==> src/rtl/msg_sched.sv <==
// Message schedule generator: loads a 16-word block, then streams ROUNDS schedule words W[t].
// Optional `MSG_SCHED_IDX_EN adds an out_idx port carrying the current round index t.
module msg_sched #(
  parameter int ROUNDS = 64
) (
  input  logic        clk,
  input  logic        rst_n,
  input  logic        in_valid,
  output logic        in_ready,
  input  logic [31:0] in_word,
  output logic        out_valid,
  input  logic        out_ready,
  output logic [31:0] out_word,
  output logic        out_last,
  output logic        busy,
`ifdef MSG_SCHED_IDX_EN
  output logic [5:0]  out_idx,
`endif
  output logic        state_dbg
);

  // Handshake: a word moves on any rising edge where valid && ready; valid never waits on ready.
  typedef enum logic {S_LOAD = 1'b0, S_EMIT = 1'b1} state_e;

  localparam logic [5:0] LAST_T = 6'(ROUNDS - 1);

  state_e      state_q, state_d;
  logic [31:0] win_q [16];
  logic [31:0] win_d [16];
  logic [3:0]  load_cnt_q, load_cnt_d;
  logic [5:0]  t_q, t_d;
  logic        in_fire, out_fire;

  function automatic logic [31:0] sig0(input logic [31:0] x);
    return {x[6:0], x[31:7]} ^ {x[17:0], x[31:18]} ^ (x >> 3);
  endfunction

  function automatic logic [31:0] sig1(input logic [31:0] x);
    return {x[16:0], x[31:17]} ^ {x[18:0], x[31:19]} ^ (x >> 10);
  endfunction

  assign in_fire  = in_valid && in_ready;
  assign out_fire = out_valid && out_ready;

  always_ff @(posedge clk or negedge rst_n) begin
    if (!rst_n) begin
      state_q    <= S_LOAD;
      load_cnt_q <= 4'd0;
      t_q        <= 6'd0;
      for (int i = 0; i < 16; i++) win_q[i] <= 32'd0;
    end else begin
      state_q    <= state_d;
      load_cnt_q <= load_cnt_d;
      t_q        <= t_d;
      for (int i = 0; i < 16; i++) win_q[i] <= win_d[i];
    end
  end

  always_comb begin
    state_d = state_q;
    case (state_q)
      S_LOAD: if (in_fire && load_cnt_q == 4'd15) state_d = S_EMIT;
      S_EMIT: if (out_fire && out_last) state_d = S_LOAD;
      default: state_d = S_LOAD;
    endcase
  end

  always_comb begin
    in_ready  = (state_q == S_LOAD);
    out_valid = (state_q == S_EMIT);
    out_word  = (state_q == S_EMIT) ? win_q[0] : 32'd0;
    out_last  = (state_q == S_EMIT) && (t_q == LAST_T);
    busy      = (state_q == S_EMIT) || (load_cnt_q != 4'd0);
    state_dbg = state_q;
  end

  // Datapath: load writes win[load_cnt]; emission slides the window and appends W[t+16].
  always_comb begin
    for (int i = 0; i < 16; i++) win_d[i] = win_q[i];
    load_cnt_d = load_cnt_q;
    t_d        = t_q;
    if (state_q == S_LOAD) begin
      t_d = 6'd0;
      if (in_fire) begin
        win_d[load_cnt_q] = in_word;
        load_cnt_d        = load_cnt_q + 4'd1;
      end
    end else if (out_fire) begin
      for (int i = 0; i < 15; i++) win_d[i] = win_q[i+1];
      win_d[15] = sig1(win_q[14]) + win_q[9] + sig0(win_q[1]) + win_q[0];
      t_d       = out_last ? 6'd0 : t_q + 6'd1;
    end
  end

`ifdef MSG_SCHED_IDX_EN
  assign out_idx = t_q;
`endif

endmodule

==> config.mk <==
export PLATFORM = sky130hd
export DESIGN_NAME = msg_sched
export DESIGN_NICKNAME = d
export VERILOG_FILES = /design/src/rtl/msg_sched.sv
export SDC_FILE = /design/constraint.sdc
export NUM_CORES = 1
export LEC_CHECK = 0
export BUFFER_PORTS_ARGS = -buffer_cell sky130_fd_sc_hd__buf_2
export CAP_MARGIN = 25
export CORE_UTILIZATION = 50
export DETAILED_ROUTE_END_ITERATION = 10
export PLACE_DENSITY = 0.81
export SYNTH_ARGS = -nofsm -noshare
export SYNTH_HDL_FRONTEND = slang
export SYNTH_SLANG_ARGS = --single-unit
==> constraint.sdc <==
create_clock -name clk -period 3.8 [get_ports clk]
set_clock_uncertainty 0.05 [all_clocks]
set_input_delay 0.76 -clock clk [delete_from_list [all_inputs] [get_ports clk]]
set_output_delay 0.76 -clock clk [all_outputs]
set_load 0.02 [all_outputs]
==> key figures <==
Global route
  • Largest net degree at the start of global routing: about 190
  • First-pass GRT wire length: around 140,000 um
  • Vias in the first global route: approximately 23,000
  • Overall global routing resource usage: between 30% and 40%
  • Gr ovfl total: 0
  • Initial antenna violation count: 5

CTS
  • TritonCTS Sinks: between 500 and 600
  • CTS max path bufs: 3
  • H-Tree Depth: 2
  • CTS tree: built
  • Total clock buffers created by CTS: between 50 and 60
  • CTS clk-pin slew, worst paths: roughly 60 ps
  • Worst-Skew Late Latency: around 640 ps
  • Clock Tree Root: clkbuf_16

Logic synthesis
  • Sequential share of the synthesized area: 46.3%
  • Synth Register Bits: roughly 520
  • Mapped Cells: 3,123
  • Post-synth top flop: dfrtp_1
  • Post-synth net total: roughly 3,300
  • Async S/R FF share, synth: between 90% and 100%
  • Post-synth EDFFs: 0
  • Avg Cell Area, Syn: approximately 9 um^2
  • Netlist Area Pre-Place: around 28,000 um^2
  • Yosys warnings: 0
  • Synth cell types: 66

Floorplanning
  • Core footprint: 55,400 um^2
  • Die W: ~240 um
  • Site row count: 86
  • Ports: between 70 and 80
  • Starting Density: ~51%
  • Die span in y: 240 um
  • Die area: approximately 57,000 um^2

Critical path
  • R2r worst-path depth: 13
  • Startpoint Class: register
  • CP Class: register to register
  • Critical path's slowest cell: fa_1
  • Crit Path Max Fanout: 4
  • Req. time, crit path: between 4000 and 5000 ps
  • Crit end category: register
  • Crit path cell chain: xor2_2, xnor2_2, fa_1, inv_1, fa_2, ha_4, a21oi_4, o21ai_2, nor3b_1, o31ai_1, nand2b_1, or4_1, nand3_1
  • Crit path arrival time: roughly 4300 ps
  • Critical Path Max Stage Delay: roughly 560 ps

Drt
  • Residual DRC: 0
  • Via density: ~6.2
  • TritonRoute pass-1 iters: 6
  • Routed WL: 90,800 um
  • Routed Antenna Nets: 0
  • Drt wl/cell: ~23 um
  • Total number of vias: 24,488
  • Detailed router's first-iteration violation count: 3,320

STA
  • Final Hold Fails: 0
  • Worst-margin pin slew: 920 ps
  • Max-slew violations: 0
  • Max Freq: about 260 MHz
  • Final setup fails: 0
  • RSZ-0062 raised after global routing: true
  • Fin crit share: between 90% and 100%
  • Minimum clock period: about 3800 ps
  • Max_slew headroom: approximately two fifths

Final layout
  • Area occupied by multi-input gates: around 14,000 um^2
  • Fillers: ~4,700
  • Commonest non-fill, non-tap cell in the layout: nor2_1
  • Most frequent cells in the layout: 560 x nor2_1, 520 x a21oi_1, 517 x dfrtp_1, 483 x a22oi_1, 198 x buf_4
  • Post-layout util: approximately three fifths
  • Storage element area: between 10,000 and 15,000 um^2
  • Layout cells sized above 1: ~15%
  • Nets: about 3,300
  • Area grow syn2layout: 14.8%

Place
  • DP HPWL: about 62,000 um
  • IO Port Bufs: ~70
  • GPL Wtd Cong: about 1

Outcome
  • Status: finished, final reports clean

Worst hold path
  • Hold WC Path Type: primary input to async pin

Run
  • Max_cap viols: 0
## area by class of cell
cell class	instances	area share [%]
antenna	2	0.0154
clock buffer	72	4.69
clock inverter	23	1.16
inverter	125	1.45
multi-input combinational	2140	42.3
sequential	523	40.4
tap	748	2.89
timing repair buffer	294	7.13
## routing by layer
| layer | up-vias | GRT usage (%) | share of wire (%) |
|---|---|---|---|
| met1 | 12133 | 46.0 | 42 |
| li1 | 10842 | - | - |
| met2 | 1316 | 47.4 | 45 |
| met3 | 193 | 5.64 | 9.8 |
| met5 | - | 0 | 0.023 |
| met4 | 4 | 10.5 | 3.4 |
## critical path: cells and delay by family (launching register included)
kind / cells / cell delay (ps)
adders and majority gates: 3 / 1350
AOI/OAI and AO/OA: 3 / 600
xor gates and xnor gates: 2 / 370
DFF: 1 / 440
buffers and inverters: 1 / 70
and+or+nand+nor: 4 / 850
## synth_stat cells, types with 5 or more instances
cell / number / area (um^2)
xnor2_1: 77 / 674
a21o_1: 17 / 128
mux2i_1: 8 / 80.1
nor2_1: 562 / 2110
ha_1: 36 / 450
nor2b_1: 37 / 231
nand2_1: 88 / 330
a221oi_1: 8 / 70.1
inv_1: 125 / 469
dfrtp_1: 523 / 13100
buf_2: 95 / 475
o21ai_0: 31 / 155
fa_1: 62 / 1240
buf_1: 19 / 71.3
a21boi_0: 6 / 45.0
xor2_1: 64 / 561
a21oi_1: 528 / 2640
nand3_1: 11 / 55.1
and3_1: 18 / 113
a22oi_1: 483 / 3630
and2_1: 15 / 93.8
nand2b_1: 5 / 31.3
nand4_1: 10 / 62.6
clkbuf_1: 217 / 815
nor3_1: 13 / 65.1
## worst paths after layout
kind / from / end / slack, ps
worst max register to register: win_q[458]$_DFFE_PN0P_ / win_q[31]$_DFFE_PN0P_ / 10
worst min register to register: win_q[2]$_DFFE_PN0P_ / win_q[2]$_DFFE_PN0P_ / 450
max in group asynchronous: rst_n / win_q[472]$_DFFE_PN0P_ / 2590
min in group clk: in_valid / out_valid$_DFF_PN0_ / 380
worst min-delay path: rst_n / t_q[4]$_DFFE_PN0P_ / 30
worst max-delay path: win_q[458]$_DFFE_PN0P_ / win_q[31]$_DFFE_PN0P_ / 10
## per-stage QoR
step | TNS [ps] | setup WS, ps | instances | hold WS (ps) | cell area (um^2)
after global routing | -321 | -91.4 | 3927 | 58.3 | 32400
final | 0 | 13.3 | 3927 | 31.0 | 32400
after detailed placement | -1100 | -223 | 3822 | 434 | 30100
after floorplan | 0 | 33.1 | 3123 | 401 | 28300
after global placement | -759 | -206 | 3822 | 421 | 30100
after CTS | 0 | 1.14 | 3919 | 44.6 | 32000
## sequential cells by signal, indices dropped and copies added, names as in the netlist
register	flops
win_q	512
out_valid	1
load_cnt_q	4
t_q	6
## what timing repair did
item | CTS | global route
buffers inserted | 3 | 6
pin swaps | 19 | 25
gates resized for setup | 11 | 60
hold buffers | 0 | 0
setup endpoints to repair | 13 | 21
## cells by family (layout without fill, tap and decap cells)
family | count (synthesis) | after routing | synth area share, %
adder cells (fa/ha/maj) | 98 | 98 | 5.99
AND/OR/NAND/NOR | 774 | 774 | 11.3
other | 0 | 2 | 0
buffers and inverters | 460 | 514 | 6.59
flip-flops | 523 | 523 | 46.3
XOR/XNOR | 141 | 141 | 4.37
multiplexers | 8 | 8 | 0.283
AO/OA/AOI/OAI | 1119 | 1119 | 25.1
Power is left out: the tool's default activity adds up to more than one toggle a clock period on the data nets, which glitch-free logic cannot reach.
